File: src/rtl/param_stack_pkg.sv
// Shared types and sizing helpers for the operand stack (param_stack).
// Optional dup/swap support is selected with the STACK_DUPSWAP_EN macro.
package stack_pkg;

    typedef enum logic [2:0] {
        OP_NONE = 3'd0,
        OP_PUSH = 3'd1,
        OP_POP  = 3'd2,
        OP_REPL = 3'd3,
        OP_DUP  = 3'd4,
        OP_SWAP = 3'd5
    } stack_op_e;

    // Count must be able to hold DEPTH itself, hence DEPTH+1 codes.
    function automatic int cnt_width(input int depth);
        return $clog2(depth + 1);
    endfunction

    function automatic int addr_width(input int depth);
        return (depth < 2) ? 1 : $clog2(depth);
    endfunction

endpackage

File: src/rtl/param_stack_if.sv
// Operation/status bundle between the control unit (master) and param_stack (slave).
// No handshake: every cycle the master may request one op, which the stack always takes; status is registered.
interface param_stack_if #(
    parameter int WIDTH = 8,
    parameter int DEPTH = 256
);
    localparam int CNT_W = stack_pkg::cnt_width(DEPTH);

    logic             push;
    logic             pop;
    logic [WIDTH-1:0] push_data;
    logic             dup;
    logic             swap;
    logic             err_clr;
    logic [WIDTH-1:0] top;
    logic [WIDTH-1:0] pop_data;
    logic             pop_valid;
    logic [CNT_W-1:0] count;
    logic             full;
    logic             empty;
    logic             overflow;
    logic             underflow;

    modport master (
        output push, pop, push_data, dup, swap, err_clr,
        input  top, pop_data, pop_valid, count, full, empty, overflow, underflow
    );

    modport slave (
        input  push, pop, push_data, dup, swap, err_clr,
        output top, pop_data, pop_valid, count, full, empty, overflow, underflow
    );

endinterface

File: src/rtl/param_stack_ram.sv
// DEPTH x WIDTH stack storage: two async read ports, one write port, plus a second
// write port for swap that only exists when STACK_DUPSWAP_EN is defined.
module stack_ram #(
    parameter int WIDTH = 8,
    parameter int DEPTH = 256,
    parameter int AW    = 8
) (
    input  logic             clk,
`ifdef STACK_DUPSWAP_EN
    input  logic             we_b,
    input  logic [AW-1:0]    wb_addr,
    input  logic [WIDTH-1:0] wb_data,
`endif
    input  logic             we_a,
    input  logic [AW-1:0]    wa_addr,
    input  logic [WIDTH-1:0] wa_data,
    input  logic [AW-1:0]    ra_addr,
    output logic [WIDTH-1:0] ra_data,
    input  logic [AW-1:0]    rb_addr,
    output logic [WIDTH-1:0] rb_data
);

    // Contents are deliberately not reset; count alone defines what is valid.
    logic [WIDTH-1:0] mem_q [DEPTH];

    always_ff @(posedge clk) begin
        if (we_a) begin
            mem_q[wa_addr] <= wa_data;
        end
`ifdef STACK_DUPSWAP_EN
        if (we_b) begin
            mem_q[wb_addr] <= wb_data;
        end
`endif
    end

    assign ra_data = mem_q[ra_addr];
    assign rb_data = mem_q[rb_addr];

endmodule

File: src/rtl/param_stack.sv
// Parametrised LIFO operand stack with registered top, pop data and sticky error flags.
// Define STACK_DUPSWAP_EN to decode dup/swap; otherwise those inputs are ignored.
module param_stack
    import stack_pkg::*;
#(
    parameter int WIDTH = 8,
    parameter int DEPTH = 256
) (
    input  logic         clk,
    input  logic         rst_n,
    param_stack_if.slave bus
);

    localparam int CNT_W = cnt_width(DEPTH);
    localparam int AW    = addr_width(DEPTH);

    logic [CNT_W-1:0] count_q, count_d;
    logic [WIDTH-1:0] top_q, top_d;
    logic [WIDTH-1:0] pop_data_q, pop_data_d;
    logic             pop_valid_q, pop_valid_d;
    logic             overflow_q, overflow_d;
    logic             underflow_q, underflow_d;
    logic             ovf_set, unf_set;

    stack_op_e        op;
    logic             is_full, is_empty;
    logic [AW-1:0]    addr_top, addr_second, addr_next;
    logic             we_a;
    logic [AW-1:0]    wa_addr;
    logic [WIDTH-1:0] wa_data;
    logic [WIDTH-1:0] rd_top, rd_second;
`ifdef STACK_DUPSWAP_EN
    logic             we_b;
    logic [AW-1:0]    wb_addr;
    logic [WIDTH-1:0] wb_data;
`else
    wire              unused_ok = &{1'b0, bus.dup, bus.swap, rd_top};
`endif

    assign is_full  = (count_q == CNT_W'(DEPTH));
    assign is_empty = (count_q == '0);

    // Addresses are clamped to 0 when out of range so the RAM is never indexed past DEPTH-1.
    assign addr_top    = is_empty                  ? '0 : AW'(count_q - CNT_W'(1));
    assign addr_second = (count_q < CNT_W'(2))     ? '0 : AW'(count_q - CNT_W'(2));
    assign addr_next   = is_full                   ? '0 : AW'(count_q);

    always_comb begin
        op = OP_NONE;
        if (bus.push && bus.pop) begin
            op = OP_REPL;
        end else if (bus.push) begin
            op = OP_PUSH;
        end else if (bus.pop) begin
            op = OP_POP;
`ifdef STACK_DUPSWAP_EN
        end else if (bus.dup) begin
            op = OP_DUP;
        end else if (bus.swap) begin
            op = OP_SWAP;
`endif
        end
    end

    always_comb begin
        count_d     = count_q;
        top_d       = top_q;
        pop_data_d  = pop_data_q;
        pop_valid_d = 1'b0;
        ovf_set     = 1'b0;
        unf_set     = 1'b0;
        we_a        = 1'b0;
        wa_addr     = addr_next;
        wa_data     = bus.push_data;
`ifdef STACK_DUPSWAP_EN
        we_b        = 1'b0;
        wb_addr     = addr_second;
        wb_data     = rd_top;
`endif
        unique case (op)
            OP_REPL: begin
                // Replace on an empty stack degenerates to a plain push.
                we_a  = 1'b1;
                top_d = bus.push_data;
                if (is_empty) begin
                    wa_addr = addr_next;
                    count_d = count_q + CNT_W'(1);
                end else begin
                    wa_addr     = addr_top;
                    pop_data_d  = top_q;
                    pop_valid_d = 1'b1;
                end
            end
            OP_PUSH: begin
                if (is_full) begin
                    ovf_set = 1'b1;
                end else begin
                    we_a    = 1'b1;
                    top_d   = bus.push_data;
                    count_d = count_q + CNT_W'(1);
                end
            end
            OP_POP: begin
                if (is_empty) begin
                    unf_set = 1'b1;
                end else begin
                    pop_data_d  = top_q;
                    pop_valid_d = 1'b1;
                    count_d     = count_q - CNT_W'(1);
                    top_d       = (count_q == CNT_W'(1)) ? '0 : rd_second;
                end
            end
`ifdef STACK_DUPSWAP_EN
            OP_DUP: begin
                if (is_empty) begin
                    unf_set = 1'b1;
                end else if (is_full) begin
                    ovf_set = 1'b1;
                end else begin
                    we_a    = 1'b1;
                    wa_data = top_q;
                    count_d = count_q + CNT_W'(1);
                end
            end
            OP_SWAP: begin
                if (count_q < CNT_W'(2)) begin
                    unf_set = 1'b1;
                end else begin
                    we_a    = 1'b1;
                    wa_addr = addr_top;
                    wa_data = rd_second;
                    we_b    = 1'b1;
                    top_d   = rd_second;
                end
            end
`endif
            default: ;
        endcase

        // A new error in the same cycle as err_clr keeps the flag set.
        overflow_d  = ovf_set | (overflow_q  & ~bus.err_clr);
        underflow_d = unf_set | (underflow_q & ~bus.err_clr);
    end

    always_ff @(posedge clk or negedge rst_n) begin
        if (!rst_n) begin
            count_q     <= '0;
            top_q       <= '0;
            pop_data_q  <= '0;
            pop_valid_q <= 1'b0;
            overflow_q  <= 1'b0;
            underflow_q <= 1'b0;
        end else begin
            count_q     <= count_d;
            top_q       <= top_d;
            pop_data_q  <= pop_data_d;
            pop_valid_q <= pop_valid_d;
            overflow_q  <= overflow_d;
            underflow_q <= underflow_d;
        end
    end

    stack_ram #(
        .WIDTH (WIDTH),
        .DEPTH (DEPTH),
        .AW    (AW)
    ) u_ram (
        .clk     (clk),
`ifdef STACK_DUPSWAP_EN
        .we_b    (we_b),
        .wb_addr (wb_addr),
        .wb_data (wb_data),
`endif
        .we_a    (we_a),
        .wa_addr (wa_addr),
        .wa_data (wa_data),
        .ra_addr (addr_top),
        .ra_data (rd_top),
        .rb_addr (addr_second),
        .rb_data (rd_second)
    );

    assign bus.top       = top_q;
    assign bus.pop_data  = pop_data_q;
    assign bus.pop_valid = pop_valid_q;
    assign bus.count     = count_q;
    assign bus.full      = is_full;
    assign bus.empty     = is_empty;
    assign bus.overflow  = overflow_q;
    assign bus.underflow = underflow_q;

endmodule

File: src/flat_wrapper.sv
// flat-port wrapper written by rule: the top's interface ports become plain ports
module param_stack_flat import stack_pkg::*;
#(
    parameter int WIDTH = 8,
    parameter int DEPTH = 256
)
  (clk, rst_n, bus_push, bus_pop, bus_push_data, bus_dup, bus_swap, bus_err_clr, bus_top, bus_pop_data, bus_pop_valid, bus_count, bus_full, bus_empty, bus_overflow, bus_underflow);
  param_stack_if #(.WIDTH(WIDTH), .DEPTH(DEPTH)) bus_i ();
  input  logic clk;
  input  logic rst_n;
  input wire logic [$bits(bus_i.push)-1:0] bus_push;
  input wire logic [$bits(bus_i.pop)-1:0] bus_pop;
  input wire logic [$bits(bus_i.push_data)-1:0] bus_push_data;
  input wire logic [$bits(bus_i.dup)-1:0] bus_dup;
  input wire logic [$bits(bus_i.swap)-1:0] bus_swap;
  input wire logic [$bits(bus_i.err_clr)-1:0] bus_err_clr;
  output wire logic [$bits(bus_i.top)-1:0] bus_top;
  output wire logic [$bits(bus_i.pop_data)-1:0] bus_pop_data;
  output wire logic [$bits(bus_i.pop_valid)-1:0] bus_pop_valid;
  output wire logic [$bits(bus_i.count)-1:0] bus_count;
  output wire logic [$bits(bus_i.full)-1:0] bus_full;
  output wire logic [$bits(bus_i.empty)-1:0] bus_empty;
  output wire logic [$bits(bus_i.overflow)-1:0] bus_overflow;
  output wire logic [$bits(bus_i.underflow)-1:0] bus_underflow;
  assign bus_i.push = bus_push;
  assign bus_i.pop = bus_pop;
  assign bus_i.push_data = bus_push_data;
  assign bus_i.dup = bus_dup;
  assign bus_i.swap = bus_swap;
  assign bus_i.err_clr = bus_err_clr;
  assign bus_top = bus_i.top;
  assign bus_pop_data = bus_i.pop_data;
  assign bus_pop_valid = bus_i.pop_valid;
  assign bus_count = bus_i.count;
  assign bus_full = bus_i.full;
  assign bus_empty = bus_i.empty;
  assign bus_overflow = bus_i.overflow;
  assign bus_underflow = bus_i.underflow;
  param_stack #(.WIDTH(WIDTH), .DEPTH(DEPTH)) u_core (.clk(clk), .rst_n(rst_n), .bus(bus_i));
endmodule
File: config.mk
export PLATFORM = sky130hd
export DESIGN_NAME = param_stack_flat
export DESIGN_NICKNAME = d
export VERILOG_FILES = /design/src/rtl/param_stack_pkg.sv /design/src/rtl/param_stack_if.sv /design/src/rtl/param_stack_ram.sv /design/src/rtl/param_stack.sv /design/src/flat_wrapper.sv
export SDC_FILE = /design/constraint.sdc
export NUM_CORES = 2
export LEC_CHECK = 0
export ABC_AREA = 1
export ABC_CLOCK_PERIOD_IN_PS = 3500
export CAP_MARGIN = 20
export CORE_ASPECT_RATIO = 1.1
export CORE_MARGIN = 2
export CORE_UTILIZATION = 60
export DETAILED_ROUTE_END_ITERATION = 8
export PLACE_DENSITY_LB_ADDON = 0.15
export SETUP_SLACK_MARGIN = 0.02
export SLEW_MARGIN = 10
export SYNTH_ARGS = -nofsm -noshare
export SYNTH_HDL_FRONTEND = slang
export SYNTH_SLANG_ARGS = --single-unit
File: constraint.sdc
create_clock -name clk -period 3.5 [get_ports clk]
set_input_delay 1.05 -clock clk [delete_from_list [all_inputs] [get_ports clk]]
set_output_delay 1.05 -clock clk [all_outputs]
set_load 0.01 [all_outputs]
==> metrics.md <==
| Metric | Value |
|---|---|
| Total Wirelength | around 250 mm |
| Critical path's slowest cell | dfrtp_1 |
| IR drop worst, VDD | 0.00106 V |
| Period minus WS final | 3.44 ns |
| Number of max-cap violations | 0 |
| Crit path top cell by count | nand3_1 |
| Core Footprint | ~140000 um2 |
| Worst-skew pair later-pin latency | 0.86 ns |
| Final #Nets | about 8000 |
| H-tree Lvls | 4 |
| Post-cts hold buffer count | 0 |
| Fmax | 291 MHz |
| Status | complete, no violations |
| Gr usage total | 0.330 |
| Synthesis Warnings | 0 |
| Clock skew | around 0.046 ns |
| First-pass GRT wire length | 355 mm |
| Post-Syn Instances | 7460 |
| Syn-to-layout area delta | 16.3% |
| FF-to-FF setup slack | approximately 0.064 ns |
| Synth Register Bits | a little over 2000 |
| Slew margin rel. | 0.392 |
| Vias in the first global route | 56800 |
| PwrDens | 899 nW/um2 |
| Worst Tran Pin Value | 0.912 ns |
| Unrepaired setup endpoints after global routing | false |
| IO Pins | 45 |
| Die width | 365 um |
| Initial Utilization | 0.604 |
| Number of CTS-inserted buffers | around 200 |
| Inst Count DP | about 9500 |
| # DRC | 0 |
| Initial antenna violation count | 6 |
| Final Hold Fails | 0 |
| CTS max path bufs | 3 |
| Commonest non-fill, non-tap cell in the layout | nand2_1 |
| CTS tree | done |
| Final setup violation count | 0 |
| Leak Pwr | 36.9 nW |
| Cell area after layout | 99700 um2 |
| Critical path type | reg2reg |
| # port buffers | 42 |
| DR vias | 60000 |
| Most frequent cells in the layout | nand2_1 (2085), edfxtp_1 (2048), nand3_1 (2024) |
| CP startpoint kind | flip-flop |
| WL met3 | 26.8 mm |
| Seq/Total Area, Yosys | 0.725 |
| Dpl hpwl | 149 mm |
| Syn nets | 7482 |
| Met2 wire length | 115 mm |
| Req. time, crit path | 4.28 ns |
| Clock Pin Slew Worst Setup and Hold Paths | roughly 0.060 ns |
| DR top layer | met5 |
| Pre-antenna DRT Iters | 6 |
| Total gr overflow | 0 |
| Routability congestion estimate | 0.955 |
| Mapped Area | around 86000 um2 |
| DRT iter0 DRCs | 9193 |
| Area after DPL | between 90000 and 100000 um2 |
| Post-synthesis cell type count | 34 |
| Die height | approximately 400 um |
| Die area | 146000 um2 |
| Max Fanout on Critical Path | 35 |
| Syn Area/Cell | 11.5 um2 |
| Finished Layout Cells | 9914 |
| Root Buffer | clkbuf_16 |
| Wl on met1 | between 90 and 100 mm |
| Final period utilization | 0.982 |
| CP cell instances | inv_1 -> ha_2 -> nand2_4 -> o21ai_4 -> buf_12 -> buf_4 -> nand2_1 -> nand3_1 -> nand3_1 -> nand3_1 -> nand3_1 -> nand3_1 -> nand3_1 -> nand3_2 -> nand3_1 -> a21oi_1 |
| Detail Route Antenna Nets | 0 |
| Layout cells sized above 1 | 0.125 |
| Hold crit path type | reg2reg |
| Largest net degree at the start of global routing | 119 |
| Avg WL per Cell | 24.8 um |
| Critical path capture point type | flip-flop |
| Critical path's largest stage delay | 0.37 ns |
| Max Slew Vio Count | 0 |
| Via density | 6.06 |
| FP Rows | 145 |
| Clk sinks | about 2100 |
| Worst EP arrival | 4.22 ns |
| Fillcell total | 9803 |
-- power by group --
group | leakage (nW) | internal, mW | total (mW) | switching [mW]
sequential | 18.7 | 27.7 | 27.9 | 0.171
combinational | 15.1 | 12.6 | 40.9 | 28.3
clock | 3.05 | 11.8 | 20.9 | 9.09
total | 36.9 | 52.1 | 89.7 | 37.5
-- final cells by class --
type	instances	area (um2)	share of cell area
Multi-Input combinational cell	4589	20400	0.205
Timing Repair inverter	1	11.3	0.000113
Clock buffer	240	5160	0.0518
Antenna cell	1	2.50	0.0000251
Sequential cell	2076	62200	0.624
Inverter	306	1180	0.0119
Clock inverter	112	1080	0.0108
Tap cell	1911	2390	0.0240
Timing Repair Buffer	678	7280	0.0730
-- synthesized netlist by cell type --
cell type / instances / area share
o22ai_2: 1 / 0.00015
a31oi_1: 1 / 0.000073
inv_1: 297 / 0.013
o21ai_1: 1 / 0.000058
o311ai_0: 1 / 0.00010
buf_1: 32 / 0.0014
o21ai_2: 1 / 0.00010
nor2_1: 337 / 0.015
clkbuf_1: 151 / 0.0066
xor2_1: 9 / 0.00092
edfxtp_1: 2048 / 0.72
clkinv_1: 2 / 0.000088
nor3_1: 7 / 0.00041
o211ai_1: 4 / 0.00035
dfrtp_1: 28 / 0.0082
ha_1: 7 / 0.0010
buf_6: 2 / 0.00026
nor2_4: 4 / 0.00053
or2_2: 5 / 0.00036
nand3_2: 1 / 0.00012
nand2_2: 3 / 0.00022
o22ai_1: 8 / 0.00058
o21ai_0: 19 / 0.0011
nand3_1: 2054 / 0.12
nand2_1: 2088 / 0.091
buf_4: 18 / 0.0016
nor2_2: 3 / 0.00022
nand2_4: 1 / 0.00013
o2111ai_1: 12 / 0.0012
o32ai_1: 1 / 0.00010
buf_2: 286 / 0.017
inv_2: 7 / 0.00031
xnor2_1: 2 / 0.00020
a21oi_1: 19 / 0.0011
-- registers in the layout, summed over array words and instances, names as in the netlist --
register,flops
u_core.bus.underflow,1
u_core.bus.count,9
u_core.bus.overflow,1
u_core.u_ram.mem_q,2048
u_core.bus.pop_valid,1
u_core.bus.pop_data,8
u_core.bus.top,8
-- path summary, 6_finish.rpt --
kind                                             start                     end  depth (start not counted)
worst min register to register  u_core.bus.pop_data[6]  u_core.bus.pop_data[6]                          2
worst max-delay path               u_core.bus.count[1]       u_core.bus.top[5]                         16
max in group asynchronous                        rst_n     u_core.bus.count[0]                          2
worst min-delay path            u_core.bus.pop_data[6]  u_core.bus.pop_data[6]                          2
min in group asynchronous                        rst_n       u_core.bus.top[3]                          2
worst max register to register     u_core.bus.count[1]       u_core.bus.top[5]                         16
-- cells by family after synthesis --
family                     count (synthesis)  share of synthesized area
buffers and inverters                    795                     0.0399
and+or+nand+nor                         4503                      0.228
xor gates and xnor gates                  11                    0.00112
AOI/OAI and AO/OA                         68                    0.00496
DFF                                     2076                      0.725
adders and majority gates                  7                    0.00102
-- layer usage --
| layer | track usage | up-vias |
|---|---|---|
| met5 | 0 | - |
| met4 | 0.138 | 10 |
| met3 | 0.0640 | 587 |
| met2 | 0.515 | 3722 |
| met1 | 0.458 | 28800 |
| li1 | - | 26900 |
-- metrics by stage --
stage	TNS, ns	hold slack, ns	power, mW	utilization	worst slack, ns
detailed placement	-574.89	0.457	66.4	0.652	-0.614
global placement	-549.91	0.453	66.0	0.652	-0.572
global route	0	0.478	93.2	0.702	0.00695
floorplan	0	0.509	50.9	-	0.409
finish	0	0.467	89.7	0.702	0.0645
CTS	0	0.472	87.4	0.697	0.0232
-- what timing repair did --
action                     in CTS  in global routing
pin swaps                       1                  2
setup buffers                   2                  7
resized for setup              23                 70
setup endpoints to repair      35                 96
gates cloned                    2                 14
-- worst max-delay path, delay by kind of cell, from the launching register on --
| family | cells | cell delay [ns] |
|---|---|---|
| simple gates | 10 | 1.60 |
| compound gates | 2 | 0.42 |
| flops | 1 | 0.37 |
| fa+ha+maj | 1 | 0.25 |
| buf+inv | 3 | 0.70 |
No activity file was read; power rests on OpenSTA's default activity.
